## config.mk

```make
export PLATFORM = sky130hd
export DESIGN_NAME = id_operand_stage_flat
export DESIGN_NICKNAME = d
export VERILOG_FILES = /design/src/rtl/id_operand_if.sv /design/src/rtl/id_operand_stage.sv /design/src/flat_wrapper.sv
export SDC_FILE = /design/constraint.sdc
export NUM_CORES = 1
export LEC_CHECK = 0
export ABC_CLOCK_PERIOD_IN_PS = 5800
export CELL_PAD_IN_SITES_DETAIL_PLACEMENT = 0
export CELL_PAD_IN_SITES_GLOBAL_PLACEMENT = 1
export CORE_ASPECT_RATIO = 1.4
export CORE_MARGIN = 2
export CORE_UTILIZATION = 30
export CTS_CLUSTER_SIZE = 8
export DETAILED_ROUTE_END_ITERATION = 6
export DONT_BUFFER_PORTS = 1
export GPL_TIMING_DRIVEN = 0
export PLACE_DENSITY = 0.52
export SETUP_SLACK_MARGIN = 0.4
export SYNTH_ARGS = -nofsm -noshare
export SYNTH_HDL_FRONTEND = slang
export SYNTH_SLANG_ARGS = --single-unit
```

## constraint.sdc

```tcl
create_clock -name clk -period 5.8 [get_ports clk]
set_clock_uncertainty 0.15 [all_clocks]
set_input_delay 0.87 -clock clk [delete_from_list [all_inputs] [get_ports clk]]
set_output_delay 0.87 -clock clk [all_outputs]
set_load 0.05 [all_outputs]
```

## src/rtl/id_operand_if.sv

```systemverilog
// Bus between the IF/ID register, the regfile ports and the ID/EX register
// as seen by the decode/operand-fetch stage. The stage is the slave side;
// the surrounding pipeline (or a testbench) is the master side.
interface id_operand_if #(
    parameter int XLEN = 32
);
    logic            if_valid;
    logic [31:0]     if_instr;
    logic [XLEN-1:0] if_pc;
    logic            id_ready;

    logic [4:0]      rf_ra1;
    logic [4:0]      rf_ra2;
    logic [XLEN-1:0] rf_rd1;
    logic [XLEN-1:0] rf_rd2;

    logic            wb_we;
    logic [4:0]      wb_wa;
    logic [XLEN-1:0] wb_wd;

    logic            ex_ready;
    logic            ex_flush;
    logic            ex_valid;
    logic [31:0]     ex_instr;
    logic [XLEN-1:0] ex_pc;
    logic [4:0]      ex_rs1;
    logic [4:0]      ex_rs2;
    logic [4:0]      ex_rd;
    logic [XLEN-1:0] ex_rs1_val;
    logic [XLEN-1:0] ex_rs2_val;
    logic            ex_rd_we;
    logic            ex_is_load;

    modport slave (
        input  if_valid, if_instr, if_pc,
        output id_ready,
        output rf_ra1, rf_ra2,
        input  rf_rd1, rf_rd2,
        input  wb_we, wb_wa, wb_wd,
        input  ex_ready, ex_flush,
        output ex_valid, ex_instr, ex_pc, ex_rs1, ex_rs2, ex_rd,
        output ex_rs1_val, ex_rs2_val, ex_rd_we, ex_is_load
    );

    modport master (
        output if_valid, if_instr, if_pc,
        input  id_ready,
        input  rf_ra1, rf_ra2,
        output rf_rd1, rf_rd2,
        output wb_we, wb_wa, wb_wd,
        output ex_ready, ex_flush,
        input  ex_valid, ex_instr, ex_pc, ex_rs1, ex_rs2, ex_rd,
        input  ex_rs1_val, ex_rs2_val, ex_rd_we, ex_is_load
    );
endinterface

```

## src/rtl/id_operand_stage.sv

```systemverilog
// Decode / operand-fetch stage. Reads the regfile for the IF/ID instruction,
// bypasses a same-cycle writeback, stalls one cycle on a load-use hazard and
// registers the decoded instruction plus operands into the ID/EX register.
module id_operand_stage #(
    parameter int XLEN = 32
) (
    input logic          clk,
    input logic          rst_n,
    id_operand_if.slave  bus
);

    localparam logic [6:0] OPC_OP     = 7'b0110011;
    localparam logic [6:0] OPC_OPIMM  = 7'b0010011;
    localparam logic [6:0] OPC_LOAD   = 7'b0000011;
    localparam logic [6:0] OPC_STORE  = 7'b0100011;
    localparam logic [6:0] OPC_BRANCH = 7'b1100011;
    localparam logic [6:0] OPC_JALR   = 7'b1100111;
    localparam logic [6:0] OPC_LUI    = 7'b0110111;
    localparam logic [6:0] OPC_AUIPC  = 7'b0010111;
    localparam logic [6:0] OPC_JAL    = 7'b1101111;

    logic [6:0]      opcode;
    logic [4:0]      rs1;
    logic [4:0]      rs2;
    logic [4:0]      rd;
    logic            rs1_used;
    logic            rs2_used;
    logic            rd_written;
    logic            is_load;
    logic [XLEN-1:0] rs1_val;
    logic [XLEN-1:0] rs2_val;
    logic            hazard;

    logic            ex_valid_q;
    logic [31:0]     ex_instr_q;
    logic [XLEN-1:0] ex_pc_q;
    logic [4:0]      ex_rs1_q;
    logic [4:0]      ex_rs2_q;
    logic [4:0]      ex_rd_q;
    logic [XLEN-1:0] ex_rs1_val_q;
    logic [XLEN-1:0] ex_rs2_val_q;
    logic            ex_rd_we_q;
    logic            ex_is_load_q;

    assign opcode = bus.if_instr[6:0];
    assign rd     = bus.if_instr[11:7];
    assign rs1    = bus.if_instr[19:15];
    assign rs2    = bus.if_instr[24:20];

    assign bus.rf_ra1 = rs1;
    assign bus.rf_ra2 = rs2;

    // Classify which register fields the opcode actually reads and writes
    always_comb begin
        rs1_used   = 1'b0;
        rs2_used   = 1'b0;
        rd_written = 1'b0;
        is_load    = 1'b0;
        case (opcode)
            OPC_OP:     begin rs1_used = 1'b1; rs2_used = 1'b1; rd_written = 1'b1; end
            OPC_OPIMM:  begin rs1_used = 1'b1; rd_written = 1'b1; end
            OPC_LOAD:   begin rs1_used = 1'b1; rd_written = 1'b1; is_load = 1'b1; end
            OPC_STORE:  begin rs1_used = 1'b1; rs2_used = 1'b1; end
            OPC_BRANCH: begin rs1_used = 1'b1; rs2_used = 1'b1; end
            OPC_JALR:   begin rs1_used = 1'b1; rd_written = 1'b1; end
            OPC_LUI:    rd_written = 1'b1;
            OPC_AUIPC:  rd_written = 1'b1;
            OPC_JAL:    rd_written = 1'b1;
            default:    ;
        endcase
    end

    // Operand select: x0 is hard zero, then the writeback bypass, then the regfile
    always_comb begin
        rs1_val = bus.rf_rd1;
        rs2_val = bus.rf_rd2;
        if (rs1 == 5'd0) begin
            rs1_val = '0;
        end else if (bus.wb_we && (bus.wb_wa == rs1)) begin
            rs1_val = bus.wb_wd;
        end
        if (rs2 == 5'd0) begin
            rs2_val = '0;
        end else if (bus.wb_we && (bus.wb_wa == rs2)) begin
            rs2_val = bus.wb_wd;
        end
    end

    // A load in ID/EX whose destination feeds a used source must wait one cycle;
    // ex_rd_we already excludes x0 as a destination
    always_comb begin
        hazard = bus.if_valid && ex_valid_q && ex_is_load_q && ex_rd_we_q &&
                 ((rs1_used && (ex_rd_q == rs1)) || (rs2_used && (ex_rd_q == rs2)));
    end

    assign bus.id_ready = bus.ex_ready && !hazard;

    // ID/EX register: flush beats hold, hold beats bubble, bubble beats capture
    always_ff @(posedge clk or negedge rst_n) begin
        if (!rst_n) begin
            ex_valid_q   <= 1'b0;
            ex_instr_q   <= '0;
            ex_pc_q      <= '0;
            ex_rs1_q     <= '0;
            ex_rs2_q     <= '0;
            ex_rd_q      <= '0;
            ex_rs1_val_q <= '0;
            ex_rs2_val_q <= '0;
            ex_rd_we_q   <= 1'b0;
            ex_is_load_q <= 1'b0;
        end else if (bus.ex_flush) begin
            ex_valid_q <= 1'b0;
        end else if (!bus.ex_ready) begin
            if (ex_valid_q && bus.wb_we && (bus.wb_wa == ex_rs1_q) && (ex_rs1_q != 5'd0)) begin
                ex_rs1_val_q <= bus.wb_wd;
            end
            if (ex_valid_q && bus.wb_we && (bus.wb_wa == ex_rs2_q) && (ex_rs2_q != 5'd0)) begin
                ex_rs2_val_q <= bus.wb_wd;
            end
        end else if (hazard) begin
            ex_valid_q <= 1'b0;
        end else begin
            ex_valid_q   <= bus.if_valid;
            ex_instr_q   <= bus.if_instr;
            ex_pc_q      <= bus.if_pc;
            ex_rs1_q     <= rs1;
            ex_rs2_q     <= rs2;
            ex_rd_q      <= rd;
            ex_rs1_val_q <= rs1_val;
            ex_rs2_val_q <= rs2_val;
            ex_rd_we_q   <= rd_written && (rd != 5'd0);
            ex_is_load_q <= is_load;
        end
    end

    assign bus.ex_valid   = ex_valid_q;
    assign bus.ex_instr   = ex_instr_q;
    assign bus.ex_pc      = ex_pc_q;
    assign bus.ex_rs1     = ex_rs1_q;
    assign bus.ex_rs2     = ex_rs2_q;
    assign bus.ex_rd      = ex_rd_q;
    assign bus.ex_rs1_val = ex_rs1_val_q;
    assign bus.ex_rs2_val = ex_rs2_val_q;
    assign bus.ex_rd_we   = ex_rd_we_q;
    assign bus.ex_is_load = ex_is_load_q;

endmodule

```

## src/flat_wrapper.sv

```systemverilog
// flat-port wrapper written by rule: the top's interface ports become plain ports
module id_operand_stage_flat 
#(
    parameter int XLEN = 32
)
  (clk, rst_n, bus_if_valid, bus_if_instr, bus_if_pc, bus_id_ready, bus_rf_ra1, bus_rf_ra2, bus_rf_rd1, bus_rf_rd2, bus_wb_we, bus_wb_wa, bus_wb_wd, bus_ex_ready, bus_ex_flush, bus_ex_valid, bus_ex_instr, bus_ex_pc, bus_ex_rs1, bus_ex_rs2, bus_ex_rd, bus_ex_rs1_val, bus_ex_rs2_val, bus_ex_rd_we, bus_ex_is_load);
  id_operand_if #(.XLEN(XLEN)) bus_i ();
  input logic clk;
  input logic rst_n;
  input wire logic [$bits(bus_i.if_valid)-1:0] bus_if_valid;
  input wire logic [$bits(bus_i.if_instr)-1:0] bus_if_instr;
  input wire logic [$bits(bus_i.if_pc)-1:0] bus_if_pc;
  output wire logic [$bits(bus_i.id_ready)-1:0] bus_id_ready;
  output wire logic [$bits(bus_i.rf_ra1)-1:0] bus_rf_ra1;
  output wire logic [$bits(bus_i.rf_ra2)-1:0] bus_rf_ra2;
  input wire logic [$bits(bus_i.rf_rd1)-1:0] bus_rf_rd1;
  input wire logic [$bits(bus_i.rf_rd2)-1:0] bus_rf_rd2;
  input wire logic [$bits(bus_i.wb_we)-1:0] bus_wb_we;
  input wire logic [$bits(bus_i.wb_wa)-1:0] bus_wb_wa;
  input wire logic [$bits(bus_i.wb_wd)-1:0] bus_wb_wd;
  input wire logic [$bits(bus_i.ex_ready)-1:0] bus_ex_ready;
  input wire logic [$bits(bus_i.ex_flush)-1:0] bus_ex_flush;
  output wire logic [$bits(bus_i.ex_valid)-1:0] bus_ex_valid;
  output wire logic [$bits(bus_i.ex_instr)-1:0] bus_ex_instr;
  output wire logic [$bits(bus_i.ex_pc)-1:0] bus_ex_pc;
  output wire logic [$bits(bus_i.ex_rs1)-1:0] bus_ex_rs1;
  output wire logic [$bits(bus_i.ex_rs2)-1:0] bus_ex_rs2;
  output wire logic [$bits(bus_i.ex_rd)-1:0] bus_ex_rd;
  output wire logic [$bits(bus_i.ex_rs1_val)-1:0] bus_ex_rs1_val;
  output wire logic [$bits(bus_i.ex_rs2_val)-1:0] bus_ex_rs2_val;
  output wire logic [$bits(bus_i.ex_rd_we)-1:0] bus_ex_rd_we;
  output wire logic [$bits(bus_i.ex_is_load)-1:0] bus_ex_is_load;
  assign bus_i.if_valid = bus_if_valid;
  assign bus_i.if_instr = bus_if_instr;
  assign bus_i.if_pc = bus_if_pc;
  assign bus_id_ready = bus_i.id_ready;
  assign bus_rf_ra1 = bus_i.rf_ra1;
  assign bus_rf_ra2 = bus_i.rf_ra2;
  assign bus_i.rf_rd1 = bus_rf_rd1;
  assign bus_i.rf_rd2 = bus_rf_rd2;
  assign bus_i.wb_we = bus_wb_we;
  assign bus_i.wb_wa = bus_wb_wa;
  assign bus_i.wb_wd = bus_wb_wd;
  assign bus_i.ex_ready = bus_ex_ready;
  assign bus_i.ex_flush = bus_ex_flush;
  assign bus_ex_valid = bus_i.ex_valid;
  assign bus_ex_instr = bus_i.ex_instr;
  assign bus_ex_pc = bus_i.ex_pc;
  assign bus_ex_rs1 = bus_i.ex_rs1;
  assign bus_ex_rs2 = bus_i.ex_rs2;
  assign bus_ex_rd = bus_i.ex_rd;
  assign bus_ex_rs1_val = bus_i.ex_rs1_val;
  assign bus_ex_rs2_val = bus_i.ex_rs2_val;
  assign bus_ex_rd_we = bus_i.ex_rd_we;
  assign bus_ex_is_load = bus_i.ex_is_load;
  id_operand_stage #(.XLEN(XLEN)) u_core (.clk(clk), .rst_n(rst_n), .bus(bus_i));
endmodule
```

# After elaboration in Yosys (flattened, before gate mapping)

Index checks and enable logic that the tools add are counted.

Add/subtract/negate cells: 0
Multipliers: 0
Div/mod/pow operators: 0
Magnitude comparators: 0
Equality and inequality tests: 16
Shifts and indexed selects: 0
Mux-type cells: 17
Bitwise gates (word level): 2
Reductions and logical operators: 31

Operator list:

| operator                                            | count |
|---|---|
| two-way mux 32 bit                                  | 10 |
| equality test 5 bit                                 | 6 |
| equality test 7 x 6 -> 1 bit, second input constant | 3 |
| equality test 7 bit, second input constant          | 3 |
| logical AND 1 bit                                   | 15 |
| nonzero test 5 bit                                  | 3 |
| equality test 7 x 5 -> 1 bit, second input constant | 2 |
| zero test 5 bit                                     | 2 |
| AND reduction 3 bit                                 | 3 |
| equality test 7 x 2 -> 1 bit, second input constant | 1 |
| two-way mux 1 bit                                   | 7 |
| OR reduction 7 bit                                  | 1 |
| nonzero test 2 bit                                  | 3 |
| OR reduction 6 bit                                  | 1 |
| OR reduction 3 bit                                  | 1 |
| != test 2 bit, second input constant                | 1 |
| NOT 1 bit                                           | 2 |
| zero test 1 bit                                     | 1 |
| logical OR 1 bit                                    | 1 |

Register bits: 146
Bits in latches: 0
Bits in writable memories: 0
Bits in read-only memories: 0
Bits of input ports: 171
Logic and storage cells: 76
Memories: 0

# Depth between registers and ports, before layout

Depth after elaboration: 9
Depth in mapped cells: 8

# Least setup slack after synthesis

OpenSTA, ideal clock, no wires.

Kind: input -> output
Start point: input port bus_if_instr[5]
End point: output port bus_id_ready
Arrival time: 2124 ps
Required time: 4780 ps
Path slack: 2656 ps
Cell stages on the path: 4
Buffers on the path: 0
Path through: and3b_1 o211ai_1 o22ai_2 a21oi_1

Cells in the longest elaborated chain, start to end: 8
Elaborated cells on any way between the ends: 16

Ends and longest elaborated chain:

| item                                                                      | line                   | text |
|---|---|---|
| start: declaration                                                        | flat_wrapper.sv:11     | `input wire logic [$bits(bus_i.if_instr)-1:0] bus_if_instr;` |
| equality test 7 x 6 -> 1 bit, or another cell as far along                | id_operand_stage.sv:59 | `case (opcode)` |
| OR reduction 6 bit (no line) / OR reduction 3 bit (equally long branches) | --                     |  |
| two-way mux 1 bit                                                         | id_operand_stage.sv:59 |  |
| logical AND 1 bit                                                         | id_operand_stage.sv:93 | `((rs1_used && (ex_rd_q == rs1)) \|\| (rs2_used && (ex_rd_q == rs2)));` |
| logical OR 1 bit (*)                                                      | id_operand_stage.sv:93 |  |
| logical AND 1 bit (*)                                                     | id_operand_stage.sv:92 | `hazard = bus.if_valid && ex_valid_q && ex_is_load_q && ex_rd_we_q &&` |
| zero test 1 bit (*)                                                       | id_operand_stage.sv:96 | `assign bus.id_ready = bus.ex_ready && !hazard;` |
| logical AND 1 bit (*)                                                     | id_operand_stage.sv:96 |  |
| end: declaration                                                          | flat_wrapper.sv:13     | `output wire logic [$bits(bus_i.id_ready)-1:0] bus_id_ready;` |

Mark *: on every way between the ends. The rest lies on a longest branch, timed or not.

# Worst setup path in the final report

Start point: register u_core.ex_rd_q[0], in the netlist u_core.bus.ex_rd[0]
End point: output port bus_id_ready

Cells in the longest elaborated chain, start to end: 6
Elaborated cells on any way between the ends: 8

Ends and longest elaborated chain:

| item                     | line                    | text |
|---|---|---|
| start: declaration       | id_operand_stage.sv:39  | `logic [4:0] ex_rd_q;` |
| start signal: assignment | id_operand_stage.sv:128 | `ex_rd_q <= rd;` |
| equality test 5 bit      | id_operand_stage.sv:93  |  |
| logical AND 1 bit        | id_operand_stage.sv:93  |  |
| logical OR 1 bit (*)     | id_operand_stage.sv:93  |  |
| logical AND 1 bit (*)    | id_operand_stage.sv:92  |  |
| zero test 1 bit (*)      | id_operand_stage.sv:96  |  |
| logical AND 1 bit (*)    | id_operand_stage.sv:96  |  |

Marks and branches as above.

==> metrics <==
Max Buffers Root-to-Sink 2; crit path max fanout 5; initial antenna violation count 0; post-synthesis area per instance 13.7 um2; Worst setup startpoint u_core.bus.ex_rd[0]$_DFFE_PN0P_; TritonRoute pass-1 iters 5; Avg Vias per Cell 5.40; ranking of synthesized cells by area sky130_fd_sc_hd__dfrtp_1 52%, sky130_fd_sc_hd__mux2_2 17%, sky130_fd_sc_hd__a22o_1 8.9%, sky130_fd_sc_hd__mux2_4 7.1%, sky130_fd_sc_hd__buf_4 3.4%; final setup violation count 0; number of rows created at floorplan 62; overall power of the completed layout 3.21 mW; leading register cell type out of synthesis sky130_fd_sc_hd__dfrtp_1; final non-filler cell area 0.00726 mm2; input/output buffers 0; clock latency of the later-clocked register in the worst-skew pair 0.41 ns; leading cell types in the layout, fill and taps excluded 131 x sky130_fd_sc_hd__dfrtp_1, 98 x sky130_fd_sc_hd__mux2_2, 64 x sky130_fd_sc_hd__a22o_1; maximum cell stage delay along the critical path 0.88 ns; post-CTS clock slew at the launch and capture registers of the worst setup and hold paths 0.07 ns; final critical-path share of the clock period 60.0%; CTS Sinks 131; max-cap violation count 0; post-layout minimum cycle time 3.48 ns; final net count 653; H-tree level count 4; post-synthesis async set-or-reset flop share 100%; power per standard cell area 443 mW/mm2; vias in the first global route 4398; post-cts resize count 0; post-synthesis instance area 0.00633 mm2; worst min path class primary input to asynchronous set/reset pin; Total GRT Usage 16.1%; Critical Path AT 2.46 ns; critical path startpoint category flop; flip-flop and latch count after synthesis 131; sort of element at the end of the critical path primary output; transition time at the pin with the least slew margin 1.11 ns; kind of critical path flop to primary output; EDFF count, synth 0; worst IR drop on VDD 0.000168 V; total number of vias 4055; Total Die Area 0.0223 mm2; CP Cell Sequence xnor2_1 > nand4_1 > o22ai_2 > a21oi_1; static leakage 3.13 nW; x dimension of the die 127 um; cell accounting for the most synthesized area sky130_fd_sc_hd__dfrtp_1; number of hold-slack violations in the final timing report 0; r2r startpoint u_core.bus.ex_rd[0]$_DFFE_PN0P_; commonest non-fill, non-tap cell in the layout sky130_fd_sc_hd__dfrtp_1; clock root cell sky130_fd_sc_hd__clkbuf_16; count of synthesis-stage warnings from yosys 0; Achievable Freq 287 MHz; relative slew slack 26.5%; WL per Instance 24.7 um; placeable core region 0.0206 mm2; Post-Syn Nets 633; TritonCTS Buffers 17; detailed-route wire length 18500 um; pin count of the biggest net entering global routing 132; final core occ 35.2%; Synth top area share 51.8%; Starting Density 30.7%; post-synthesis sequential area ratio 51.8%; total inserted antenna cells 0; Cell variety after synth 34; top-level I/O count 328; DRC violations left 0; detailed-placement wirelength estimate 14100 um; result of the run finished clean; share of layout cells above drive strength 1 41.0%; TritonCTS clock tree built; first-pass GRT wire length 27000 um; Post-Place Cell Area 0.00665 mm2; antenna-violating nets left 0; Synth-to-Final Area Change 14.7%; count of fill cells added during filler insertion 2031; Initial DRC Count 153; required time reported for the critical path endpoint 4.78 ns; final slew viol count 0; sum of negative setup slack 0 ns; Vert. Die Dim 176 um; CP max stage cell sky130_fd_sc_hd__a21oi_1; final weighted congestion in routability-driven placement 0.767; count of mapped cells out of synthesis 462; setup repair after global routing missed its margin no; GR Overflow Total 0
## state kept, by name, summed over array words and instances, names as in the netlist
signal                 cells
u_core.bus.ex_instr       20
u_core.bus.ex_rs2_val     32
u_core.bus.ex_rd           4
u_core.bus.ex_is_load      1
u_core.bus.ex_rd_we        1
u_core.bus.ex_valid        1
u_core.bus.ex_rs2          4
u_core.bus.ex_rs1          4
u_core.bus.ex_pc          32
u_core.bus.ex_rs1_val     32
## critical path: cells and delay by family, from the launching register on
family,cells,cell delay [ns]
AO/OA/AOI/OAI,2,0.99
AND/OR/NAND/NOR,1,0.14
flip-flops,1,0.77
XOR/XNOR,1,0.14
## kinds of logic after synthesis
logic type | Yosys count | share of synthesized area, %
AOI/OAI and AO/OA | 81 | 10.7
buffers and inverters | 58 | 5.67
muxes | 129 | 24.7
and+or+nand+nor | 38 | 3.62
DFF | 131 | 51.8
xor gates and xnor gates | 25 | 3.46
## cell usage after synthesis (3+ instances only)
cell	instances
sky130_fd_sc_hd__clkbuf_1	12
sky130_fd_sc_hd__mux2_2	98
sky130_fd_sc_hd__buf_2	8
sky130_fd_sc_hd__a21oi_1	5
sky130_fd_sc_hd__nor3_1	5
sky130_fd_sc_hd__nand2_1	3
sky130_fd_sc_hd__or4_1	3
sky130_fd_sc_hd__dfrtp_1	131
sky130_fd_sc_hd__buf_4	29
sky130_fd_sc_hd__xnor2_1	16
sky130_fd_sc_hd__buf_6	3
sky130_fd_sc_hd__mux2_4	30
sky130_fd_sc_hd__inv_1	6
sky130_fd_sc_hd__nand4_1	4
sky130_fd_sc_hd__nand3_1	3
sky130_fd_sc_hd__a22o_1	64
sky130_fd_sc_hd__o21ai_0	3
sky130_fd_sc_hd__xor2_1	9
sky130_fd_sc_hd__nor2_1	7
sky130_fd_sc_hd__nor4_1	4
## final timing paths
path | end | slack [ns] | cells past startpoint
max | bus_id_ready | 2.32 | 4
min reg2reg | u_core.bus.ex_valid$_DFFE_PN0P_ | 0.70 | 2
max in group asynchronous | u_core.bus.ex_pc[8]$_DFFE_PN0P_ | 4.68 | 1
min | u_core.bus.ex_rs2_val[23]$_DFFE_PN0P_ | 0.27 | 1
min in group clk | u_core.bus.ex_valid$_DFFE_PN0P_ | 0.37 | 1
max reg2reg | u_core.bus.ex_rs1_val[29]$_DFFE_PN0P_ | 2.70 | 7
## per-layer routing
metal  up-vias  track usage, %  routed length [um]
li1       1729               -                   -
met5         -               0                   0
met1      2058            15.8                6340
met4         0            5.36                 293
met2       251            29.7                9860
met3        17            7.43                2050
## where the power goes
group / internal [mW] / total, mW / switching (mW) / leakage [nW]
sequential: 1.05 / 1.71 / 0.665 / 1.56
combinational: 0.226 / 0.427 / 0.202 / 1.28
clock: 0.616 / 1.07 / 0.456 / 0.280
total: 1.89 / 3.21 / 1.32 / 3.13
## metrics by stage
step	instances	hold slack (ns)	setup WS, ns
2_1_floorplan	462	0.424	2.66
3_3_place_gp	718	0.427	2.31
3_5_place_dp	718	0.427	2.33
4_1_cts	751	0.313	2.27
5_1_grt	751	0.316	2.18
6_report	751	0.274	2.32
## timing repair
action	in CTS	in global routing
buffers inserted	0	0
hold endpoints to repair	131	0
hold buffers	1	0
## final cells by class
class | instances | area (um2) | share of cell area [%]
multi-input combinational | 273 | 2690 | 37.1
buffer | 52 | 337 | 4.64
clock buffer | 18 | 439 | 6.05
timing repair buffer | 1 | 27.5 | 0.379
inverter | 6 | 22.5 | 0.310
clock inverter | 14 | 144 | 1.98
sequential | 131 | 3280 | 45.2
tap | 256 | 320 | 4.41
Power figures use the tool's default switching activity.
